[config.mk]
export PLATFORM = sky130hd
export DESIGN_NAME = uart_tx_sched
export DESIGN_NICKNAME = d
export VERILOG_FILES = /design/src/rtl/uart_tx_sched.sv
export SDC_FILE = /design/constraint.sdc
export NUM_CORES = 1
export LEC_CHECK = 0
export BUFFER_PORTS_ARGS = -buffer_cell sky130_fd_sc_hd__clkbuf_2
export CORE_MARGIN = 1
export CORE_UTILIZATION = 40
export DETAILED_ROUTE_END_ITERATION = 10
export PLACE_DENSITY_LB_ADDON = 0.3
export SYNTH_ARGS = -nofsm -noshare
export SYNTH_HDL_FRONTEND = slang
export SYNTH_SLANG_ARGS = --single-unit
[constraint.sdc]
create_clock -name clk -period 2.65 [get_ports clk]
set_clock_uncertainty 0.15 [all_clocks]
set_input_delay 0.6625 -clock clk [delete_from_list [all_inputs] [get_ports clk]]
set_output_delay 0.6625 -clock clk [all_outputs]
set_load 0.03 [all_outputs]
[src/rtl/uart_tx_sched.sv]
`default_nettype none
// ============================================================================
//  Module      : uart_tx_sched
//  Description : Round-robin transmit scheduler sharing one uart_tx serializer
//                among NUM_REQ byte producers. Accepts one byte per frame via
//                per-requester valid/ready, holds it on tx_byte, pulses
//                start_trigger once and counts baud ticks until the serializer
//                is idle again.
//  Ports       : clk           - system clock, rising edge
//                rst_n         - synchronous active-low reset
//                baud_tick     - one-cycle baud strobe shared with uart_tx
//                req_valid     - per-requester byte available
//                req_data      - byte i at [8*i+7:8*i]
//                req_ready     - one-hot, one-cycle accept pulse
//                start_trigger - one-cycle start pulse to uart_tx (registered)
//                tx_byte       - byte to uart_tx, held until next grant
//                busy          - scheduler not idle
//                grant_id      - index of the last granted requester
//                frame_done    - pulse on the frame's last counted baud tick
//  Config      : `define UART_TX_SCHED_PRIO_EN makes requester 0 strict high
//                priority; requesters 1..NUM_REQ-1 stay round-robin.
//  Revision    : 1.0 - initial release
// ============================================================================
module uart_tx_sched #(
  parameter int NUM_REQ     = 4,
  parameter int FRAME_TICKS = 11
) (
  input  logic                       clk,
  input  logic                       rst_n,
  input  logic                       baud_tick,
  input  logic [NUM_REQ-1:0]         req_valid,
  input  logic [8*NUM_REQ-1:0]       req_data,
  output logic [NUM_REQ-1:0]         req_ready,
  output logic                       start_trigger,
  output logic [7:0]                 tx_byte,
  output logic                       busy,
  output logic [$clog2(NUM_REQ)-1:0] grant_id,
  output logic                       frame_done
);

  localparam int c_id_w  = $clog2(NUM_REQ);
  localparam int c_cnt_w = $clog2(FRAME_TICKS + 1);

  typedef logic [c_id_w-1:0]  id_t;
  typedef logic [c_cnt_w-1:0] cnt_t;

  localparam cnt_t c_last_cnt = cnt_t'(FRAME_TICKS - 1);

  localparam logic [1:0] S_IDLE  = 2'd0;
  localparam logic [1:0] S_START = 2'd1;
  localparam logic [1:0] S_FRAME = 2'd2;

  logic [1:0]   r_state;
  cnt_t         r_tick_cnt;
  id_t          r_last;
  id_t          r_grant_id;
  logic [7:0]   r_tx_byte;
  logic         r_start;

  logic         w_found;
  id_t          w_winner;
  id_t          w_idx;
  logic         w_grant;
  logic         w_last_tick;
  logic [7:0]   w_byte;
  logic [NUM_REQ-1:0] w_ready;

  // --------------------------------------------------------------------------
  // Arbiter: scan upward from the requester after the previous grant, wrapping.
  // --------------------------------------------------------------------------
  always_comb begin
    w_found  = 1'b0;
    w_winner = '0;
    w_idx    = '0;
`ifdef UART_TX_SCHED_PRIO_EN
    // Requester 0 preempts; the rotation only covers 1..NUM_REQ-1, so r_last
    // never holds 0 and the offset arithmetic below stays non-negative.
    if (req_valid[0]) begin
      w_found  = 1'b1;
      w_winner = '0;
    end else begin
      for (int k = 1; k < NUM_REQ; k++) begin
        w_idx = id_t'(1 + ((int'(r_last) - 1 + k) % (NUM_REQ - 1)));
        if (!w_found && req_valid[w_idx]) begin
          w_found  = 1'b1;
          w_winner = w_idx;
        end
      end
    end
`else
    for (int k = 1; k <= NUM_REQ; k++) begin
      w_idx = id_t'((int'(r_last) + k) % NUM_REQ);
      if (!w_found && req_valid[w_idx]) begin
        w_found  = 1'b1;
        w_winner = w_idx;
      end
    end
`endif
  end

  // Winner's byte, selected with constant slices only.
  always_comb begin
    w_byte = '0;
    for (int i = 0; i < NUM_REQ; i++) begin
      if (w_winner == id_t'(i)) begin
        w_byte = req_data[8*i +: 8];
      end
    end
  end

  // Gated by rst_n so a producer never sees an accept in a cycle whose edge
  // is a reset edge (the byte would otherwise be lost).
  assign w_grant     = rst_n && (r_state == S_IDLE) && w_found;
  assign w_last_tick = (r_state == S_FRAME) && baud_tick && (r_tick_cnt == c_last_cnt);

  always_comb begin
    w_ready           = '0;
    w_ready[w_winner] = w_grant;
  end

  // --------------------------------------------------------------------------
  // Frame sequencing
  // --------------------------------------------------------------------------
  always_ff @(posedge clk) begin
    if (!rst_n) begin
      r_state    <= S_IDLE;
      r_tick_cnt <= '0;
      r_last     <= id_t'(NUM_REQ - 1);
      r_grant_id <= '0;
      r_tx_byte  <= 8'h00;
      r_start    <= 1'b0;
    end else begin
      r_start <= 1'b0;
      case (r_state)
        S_IDLE: begin
          if (w_grant) begin
            r_tx_byte  <= w_byte;
            r_grant_id <= w_winner;
`ifdef UART_TX_SCHED_PRIO_EN
            if (w_winner != '0) begin
              r_last <= w_winner;
            end
`else
            r_last <= w_winner;
`endif
            r_start <= 1'b1;
            r_state <= S_START;
          end
        end
        S_START: begin
          // The serializer is still idle here, so a coincident baud tick is
          // deliberately ignored.
          r_tick_cnt <= '0;
          r_state    <= S_FRAME;
        end
        S_FRAME: begin
          if (baud_tick) begin
            r_tick_cnt <= r_tick_cnt + 1'b1;
            if (w_last_tick) begin
              r_state <= S_IDLE;
            end
          end
        end
        default: begin
          r_state <= S_IDLE;
        end
      endcase
    end
  end

  assign req_ready     = w_ready;
  assign start_trigger = r_start;
  assign tx_byte       = r_tx_byte;
  assign busy          = (r_state != S_IDLE);
  assign grant_id      = r_grant_id;
  assign frame_done    = rst_n && w_last_tick;

endmodule
`default_nettype wire

# After elaboration in Yosys (flattened, before gate mapping)

Index checks and enable logic that the tools add are counted.

Add/sub/neg operators: 5
Order comparisons: 6
Equality and inequality tests: 9
Muxes and demuxes: 29
Bitwise gates (word level): 1
Reduce and logical (&&, ||, !) cells: 20

Operator list:

| kind                                                              | count |
|---|---|
| 2-to-1 mux 8 bit                                                  | 4 |
| less-than comparator 2 x 3 -> 1 bit, second input constant        | 5 |
| 2-to-1 mux 2 bit                                                  | 7 |
| 2-to-1 mux 1 bit                                                  | 10 |
| logical AND 1 bit                                                 | 9 |
| binary-select mux 1 bit (select 2 bit)                            | 4 |
| one-hot mux 4 bit (2 select lines)                                | 1 |
| == test 2 bit, second input constant                              | 3 |
| inequality test 2 bit, second input constant                      | 3 |
| one-hot mux 2 bit (3 select lines)                                | 1 |
| AND reduction 2 bit                                               | 3 |
| adder 2 x 1 -> 2 bit, second input constant                       | 2 |
| adder 2 bit, second input constant                                | 2 |
| adder 4 x 1 -> 4 bit, second input constant                       | 1 |
| bitwise AND 4 bit                                                 | 1 |
| == test 2 x 1 -> 1 bit, second input constant                     | 2 |
| == test 4 bit, second input constant                              | 1 |
| zero test 2 bit                                                   | 2 |
| 2-to-1 mux 4 bit                                                  | 1 |
| nonzero test 2 bit                                                | 2 |
| zero test 1 bit                                                   | 3 |
| AND reduction 3 bit                                               | 1 |
| demux 1 bit (select 2 bit)                                        | 1 |
| greater-or-equal comparator 2 x 1 -> 1 bit, second input constant | 1 |

Flip-flop bits (word level): 19
Output and inout port bits: 17

# Longest topological paths before layout

Gate-level depths: netlist of the first run.

Depth in word-level cells: 18
Gate-level depth with buffers: 7

# Least setup slack after synthesis of the first run

Ideal clock, no wire load.

Path kind: input to output
Start point: input rst_n
End point: output req_ready[0]
Arrival: 2.084 ns
Required time: 1.837 ns
Setup slack: -0.247 ns
Stages: 5
Path through: inv_1 or2_4 a21o_4 buf_2 nor3_1

Longest elaborated chain between the ends: 3

RTL lines:

| item                           | RTL line | RTL |
|---|---|---|
| from (decl)                    | 29       | `input logic rst_n,` |
| logical AND 1 bit (2 in a row) | 113      | `assign w_grant = rst_n && (r_state == S_IDLE) && w_found;` |
| bitwise AND 4 bit (no line)    | n/a      |  |
| to (decl)                      | 33       | `output logic [NUM_REQ-1:0] req_ready,` |

No other way between the ends.

# Final worst setup path of the first run

Start point: input req_valid[2]
End point: output req_ready[1]

Longest elaborated chain between the ends: 17

RTL lines:

| item                                                                                                                    | RTL line | RTL |
|---|---|---|
| from (decl)                                                                                                             | 31       | `input logic [NUM_REQ-1:0] req_valid,` |
| binary-select mux 1 bit (select 2 bit)                                                                                  | 93       | `if (!w_found && req_valid[w_idx]) begin` |
| 2-to-1 mux 1 bit (not written as such)                                                                                  | 93       |  |
| 2-to-1 mux 1 bit                                                                                                        | 93       |  |
| zero test 1 bit                                                                                                         | 93       |  |
| logical AND 1 bit                                                                                                       | 93       |  |
| 2-to-1 mux 1 bit                                                                                                        | 93       |  |
| zero test 1 bit                                                                                                         | 93       |  |
| logical AND 1 bit                                                                                                       | 93       |  |
| 2-to-1 mux 1 bit                                                                                                        | 93       |  |
| zero test 1 bit                                                                                                         | 93       |  |
| logical AND 1 bit                                                                                                       | 93       |  |
| 2-to-1 mux 2 bit                                                                                                        | 93       |  |
| less-than comparator 2 x 3 -> 1 bit (not written as such) or greater-or-equal comparator 2 x 1 -> 1 bit (tied branches) | 118      | `w_ready[w_winner] = w_grant;` |
| logical AND 1 bit (not written as such)                                                                                 | 118      |  |
| 2-to-1 mux 1 bit (not written as such)                                                                                  | 118      |  |
| demux 1 bit (select 2 bit)                                                                                              | 118      |  |
| bitwise AND 4 bit (no line) *                                                                                           | n/a      |  |

Mark *: on every way between the ends. The rest lies on a longest branch, timed or not. The select of a mux whose other input is x is not followed.

==> reports/metrics.json, run 1 <==
{
  "status": "finished clean",
  "min-delay-path-class": "reg2reg",
  "die_w_um": 56.3,
  "antenna_violations_before_repair": 0,
  "timing.final.hold_violations": 0,
  "num_rows": 19,
  "cts-htree-levels": 1,
  "via_per_inst": 5.42,
  "drc": 0,
  "fin_crit_ps": 2570,
  "synth_area_per_cell_um2": 8.86,
  "synth.lib_cells_used.distinct": 36,
  "clock_latency_ps": 290,
  "maxCapViolCount": 0,
  "gp_congestion": 0.836,
  "cts_buffer_depth": 2,
  "yosysSeqAreaShare": 0.323,
  "drt_pre_antenna_iters": 4,
  "layout.cells.most_common_list": "sky130_fd_sc_hd__clkbuf_2, sky130_fd_sc_hd__mux2i_1, sky130_fd_sc_hd__dfxtp_1",
  "tritoncts": "yes",
  "ys.warnings.count": 0,
  "start_util": 0.424,
  "placeableCoreArea_um2": 2780,
  "grt_pass1_wl_um": 4800,
  "timing.slew.headroom": 0.734,
  "worstMarginPinSlew_ps": 397,
  "final_core_util": 0.561,
  "dieArea_um2": 3170,
  "chipHeight_um": 56.3,
  "netlist_area_um2": 1180,
  "ys_ff_latch": 19,
  "route.final.wire_length_um": 2830,
  "power.density_nw_per_um2": 605,
  "grt.overflow.total": 0,
  "largest_net_degree_at_the_start_of_global_routing": 18,
  "r2r_setup_slack_ps": 690,
  "final.setup.tns_ps": 0,
  "num_vias": 1204,
  "clock_sinks": 19,
  "synthesized_netlist_net_count": 174,
  "drive_above_1_share": 0.455,
  "buffer_ports.inserted": 55,
  "cts-buffers-inserted": 3,
  "drt-wirelength-per-cell_um": 12.8,
  "setup-violations-final": 0,
  "ant_nets": 0,
  "worst_setup_hold_path_clk_slew_ps": 100,
  "type_of_element_capturing_the_critical_path": "primary output",
  "half_perimeter_wire_length_after_placement_um": 2180,
  "maxClockFrequency_mhz": 389,
  "first_global_vias": 1085,
  "final_max_slew_viol_count": 0,
  "final_net_count": 233,
  "critical_path.max_fanout": 5,
  "mostFrequentLayoutCell": "sky130_fd_sc_hd__clkbuf_2",
  "worst-endpoint-required_ps": 1840,
  "final_worst_slack_ps": 82.2,
  "total_leakage_power_nw": 0.743,
  "design.portCount": 56,
  "flow.area_growth_from_synthesis_pct": 32.4,
  "first_iter_violations": 55,
  "antennaDiodeCount": 0,
  "critPathLaunchType": "input port",
  "minimum_setup_slack_after_placement_ps": -11.3,
  "design_power_total_uw": 944,
  "power.ir.vdd_worst_v": 0.000361,
  "min_period_over_period": 0.969,
  "grt_util_all_layers": 0.190,
  "netlist_instances": 133,
  "worst-setup-path-type": "in2out",
  "cell_at_the_root_of_the_clock_tree": "sky130_fd_sc_hd__clkbuf_4",
  "cp_data_arrival_time_ps": 1760
}
final timing paths:
check / startpoint / endpoint / cells past startpoint
setup / recovery: req_valid[2] / req_ready[1] / 6
hold / removal: grant_id[0] / grant_id[0] / 2
setup reg to reg: r_last[1] / tx_byte[0] / 6
hold reg to reg: grant_id[0] / grant_id[0] / 2
cells in the mapped netlist:
cell type	n	area (um2)
sky130_fd_sc_hd__nor3_1	2	10.0
sky130_fd_sc_hd__buf_6	1	11.3
sky130_fd_sc_hd__nor2b_1	1	6.26
sky130_fd_sc_hd__a211oi_1	2	15.0
sky130_fd_sc_hd__a22o_1	1	8.76
sky130_fd_sc_hd__o21bai_2	1	11.3
sky130_fd_sc_hd__nand4_1	1	6.26
sky130_fd_sc_hd__and3_1	1	6.26
sky130_fd_sc_hd__o21ai_0	3	15.0
sky130_fd_sc_hd__clkbuf_1	3	11.3
sky130_fd_sc_hd__a21oi_1	8	40.0
sky130_fd_sc_hd__dfxtp_1	19	380
sky130_fd_sc_hd__nor2_1	13	48.8
sky130_fd_sc_hd__o22ai_1	2	12.5
sky130_fd_sc_hd__o31a_1	1	8.76
sky130_fd_sc_hd__ha_1	2	25.0
sky130_fd_sc_hd__nand2_2	1	6.26
sky130_fd_sc_hd__nand2b_1	3	18.8
sky130_fd_sc_hd__nand2b_4	1	13.8
sky130_fd_sc_hd__a22oi_1	1	7.51
sky130_fd_sc_hd__nor3b_1	1	7.51
sky130_fd_sc_hd__nand3b_1	1	7.51
sky130_fd_sc_hd__nor3_2	1	10.0
sky130_fd_sc_hd__or2_4	2	17.5
sky130_fd_sc_hd__a21o_4	1	15.0
sky130_fd_sc_hd__and2_1	1	6.26
sky130_fd_sc_hd__mux2i_1	17	170
sky130_fd_sc_hd__clkinv_4	1	8.76
sky130_fd_sc_hd__nand2_1	9	33.8
sky130_fd_sc_hd__nand3_1	10	50.1
sky130_fd_sc_hd__inv_1	7	26.3
sky130_fd_sc_hd__a21boi_1	1	7.51
sky130_fd_sc_hd__a311oi_1	1	8.76
sky130_fd_sc_hd__a31oi_1	1	6.26
sky130_fd_sc_hd__o221ai_2	8	120
sky130_fd_sc_hd__buf_2	4	20.0
worst max-delay path, cell delays in order:
cell                       delay [ps]
sky130_fd_sc_hd__clkbuf_2         110
sky130_fd_sc_hd__nand2b_1         150
sky130_fd_sc_hd__o22ai_1          180
sky130_fd_sc_hd__o21bai_2         210
sky130_fd_sc_hd__nor3b_2          220
sky130_fd_sc_hd__clkbuf_2         230
registers in the layout, indices dropped and copies added (netlist names):
name	flops
tx_byte	8
start_trigger	1
grant_id	2
r_last	2
r_tick_cnt	4
r_state	2
kinds of logic (layout without fill, tap and decap cells):
logic type / count (synthesis) / after routing / share of synthesized area
muxes: 17 / 17 / 0.144
DFF: 19 / 19 / 0.323
buffers and inverters: 16 / 74 / 0.0658
adders and majority gates: 2 / 2 / 0.0212
and+or+nand+nor: 48 / 48 / 0.211
AOI/OAI and AO/OA: 31 / 31 / 0.235
per-stage QoR:
stage | hold WS (ps) | cell area, um2 | cells
6_report | 319 | 1560 | 222
5_1_grt | 352 | 1560 | 222
4_1_cts | 324 | 1540 | 220
3_5_place_dp | 306 | 1500 | 216
3_3_place_gp | 296 | 1500 | 216
2_1_floorplan | 369 | 1190 | 133
routing by layer:
metal	global-route usage	wire (um)	up-vias
met2	0.321	1480	37
met4	0.0697	31	0
li1	-	-	601
met1	0.244	1200	562
met3	0.0300	124	4
met5	0	0	-
timing repair:
item / in CTS / in global routing
buffers inserted: 0 / 2
setup endpoints to repair: 2 / 4
gates resized for setup: 3 / 6
pin swaps: 0 / 3
hold buffers: 0 / 0
cell type report:
type,instances,area [um2]
clock buffers,4,26.3
fillers,257,1220
inverters,8,35.0
multi-input cells,98,742
flip-flops and latches,19,385
well taps,31,38.8
repair buffers,62,333
power by group:
part | internal [mW] | switching [mW]
Clock | 0.0585 | 0.0861
Combinational | 0.176 | 0.257
Sequential | 0.333 | 0.0336
Power figures use the tool's default switching activity.
==> inputs of run 2 (changes only) <==
Settings changed: CORE_UTILIZATION 40 to 41.
Clock period 2.65 ns to 2.1 ns, I/O delays scaled along.
==> run 2 against run 1 <==
Net effect:
- the flow now finishes with violations (setup timing)
- final cell count grew 7.2%
- sequential power grew 28%
- first-iteration DRC count shrank 45%
- global-route usage grew 0.97 points
- sequential share of layout area shrank 3.2 points
- worst hold slack gained 1.3 ps
- sequential cell count is the same
- critical path depth grew 2
- clock power grew 23%
- die area shrank 2.3%
- cell area grew 16%
- clock-buffer cell count is the same
==> reports/metrics.json, run 2 (synthesis gave the netlist of run 1 again) <==
{
  "largest_net_degree_at_the_start_of_global_routing": 18,
  "placeableCoreArea_um2": 2730,
  "share_clk_of_total_power": 0.134,
  "drt_pre_antenna_iters": 4,
  "worst-setup-path-type": "in2out",
  "maxCapViolCount": 0,
  "status": "finished, violations left",
  "grt_setup_unrepaired": "true",
  "design_power_total_mw": 1.32,
  "setup-violations-final": 5,
  "cts_buffer_depth": 2,
  "flow.area_growth_from_synthesis_pct": 53.4,
  "drc": 0,
  "cts-buffers-inserted": 3,
  "route.final.wire_length_um": 3050,
  "mostFrequentLayoutCell": "sky130_fd_sc_hd__clkbuf_2",
  "total_leakage_power_nw": 0.847,
  "grt.overflow.total": 0,
  "cts-htree-levels": 1,
  "drive_above_1_share": 0.546,
  "half_perimeter_wire_length_after_placement_um": 2300,
  "grt_pass1_wl_um": 5060,
  "final_worst_slack_ps": -230,
  "largest_register_ffs": 8,
  "num_vias": 1262,
  "clock_sinks": 19,
  "critPathLaunchType": "input port",
  "ant_nets": 0,
  "power.ir.vdd_worst_v": 0.000534,
  "final_max_slew_viol_count": 0,
  "final.setup.tns_ps": -812,
  "critical_path.max_fanout": 5,
  "cp_data_arrival_time_ps": 1650,
  "antennaDiodeCount": 0,
  "number_of_filler_cells_placed_in_the_layout": 206,
  "worstMarginPinSlew_ps": 276,
  "design.portCount": 56,
  "via_per_inst": 5.30,
  "cell_at_the_root_of_the_clock_tree": "sky130_fd_sc_hd__clkbuf_4",
  "gp_congestion": 0.833,
  "worst_setup_hold_path_clk_slew_ps": 100,
  "type_of_element_capturing_the_critical_path": "primary output",
  "drt-wirelength-per-cell_um": 12.8,
  "dieArea_um2": 3090,
  "net-switching-power_uw": 519,
  "layout.cells.most_common_list": "sky130_fd_sc_hd__clkbuf_2, sky130_fd_sc_hd__buf_4, sky130_fd_sc_hd__mux2i_1",
  "switching_share": 0.392,
  "grt_util_all_layers": 0.200,
  "power.density_nw_per_um2": 731,
  "min_period_over_period": 1.11,
  "num_rows": 19,
  "buffer_ports.inserted": 55,
  "start_util": 0.431,
  "timing.slew.headroom": 0.815,
  "maxClockFrequency_mhz": 429,
  "internal_power_summed_over_all_cells_uw": 803,
  "tritoncts": "yes",
  "clock_latency_ps": 290,
  "chipHeight_um": 55.6,
  "die_w_um": 55.6,
  "multiInputGateArea_um2": 835,
  "r2r_setup_slack_ps": 190,
  "seqPwrFrac": 0.354,
  "minimum_setup_slack_after_placement_ps": -282,
  "fin_crit_ps": 2330,
  "final_net_count": 249,
  "power.share.combinational": 0.512,
  "antenna_violations_before_repair": 0,
  "first_iter_violations": 30,
  "cts_hold_buf": 0,
  "min-delay-path-class": "reg2reg",
  "timing.final.hold_violations": 0,
  "worst-endpoint-required_ps": 1420,
  "seq_area_um2": 388,
  "first_global_vias": 1236,
  "failed_checks": "setup timing"
}
-- run 2: layout make-up --
class / instances / share of cell area
repair buffers: 78 / 0.269
clock buffers: 4 / 0.0145
well taps: 31 / 0.0215
multi-input cells: 98 / 0.462
flip-flops and latches: 19 / 0.215
inverters: 8 / 0.0194
-- run 2: final timing paths --
check / from / to / depth (start not counted)
setup / recovery: req_valid[1] / req_ready[2] / 8
hold / removal: grant_id[1] / grant_id[1] / 2
setup reg to reg: r_state[0] / tx_byte[0] / 8
hold reg to reg: grant_id[1] / grant_id[1] / 2
-- run 2: timing repair --
action | CTS | global route
pin swaps | 6 | 2
gates resized for setup | 15 | 9
hold endpoints to repair | 0 | 0
setup endpoints to repair | 6 | 5
setup buffers | 6 | 2
-- run 2: critical path, stage by stage --
cell                       delay [ps]
sky130_fd_sc_hd__clkbuf_2         130
sky130_fd_sc_hd__nor2_1           170
sky130_fd_sc_hd__o22ai_1          150
sky130_fd_sc_hd__nor3_4           210
sky130_fd_sc_hd__buf_4            190
sky130_fd_sc_hd__nand2_8           60
sky130_fd_sc_hd__nor2_4            90
sky130_fd_sc_hd__buf_8            120
-- run 2: power by group through the flow --
stage	clock network [mW]	logic (mW)	registers (mW)
floorplan	0	0.359	0.544
global placement	0	0.592	0.465
detailed placement	0	0.607	0.467
CTS	0.184	0.659	0.465
global route	0.201	0.724	0.473
finish	0.178	0.677	0.468
-- run 2: metrics by stage --
stage | hold WS, ps | area, um2 | util | std cells
finish | 321 | 1810 | 0.661 | 238
global route | 354 | 1810 | 0.661 | 238
detailed placement | 300 | 1640 | 0.600 | 226
floorplan | 352 | 1260 | - | 133
global placement | 298 | 1640 | 0.600 | 226
CTS | 314 | 1770 | 0.646 | 236
-- run 2: layer usage --
metal  GRT usage  share of wire
met5           0              0
met4      0.0571         0.0092
met3      0.0302          0.046
met2       0.375           0.54
met1       0.232           0.40
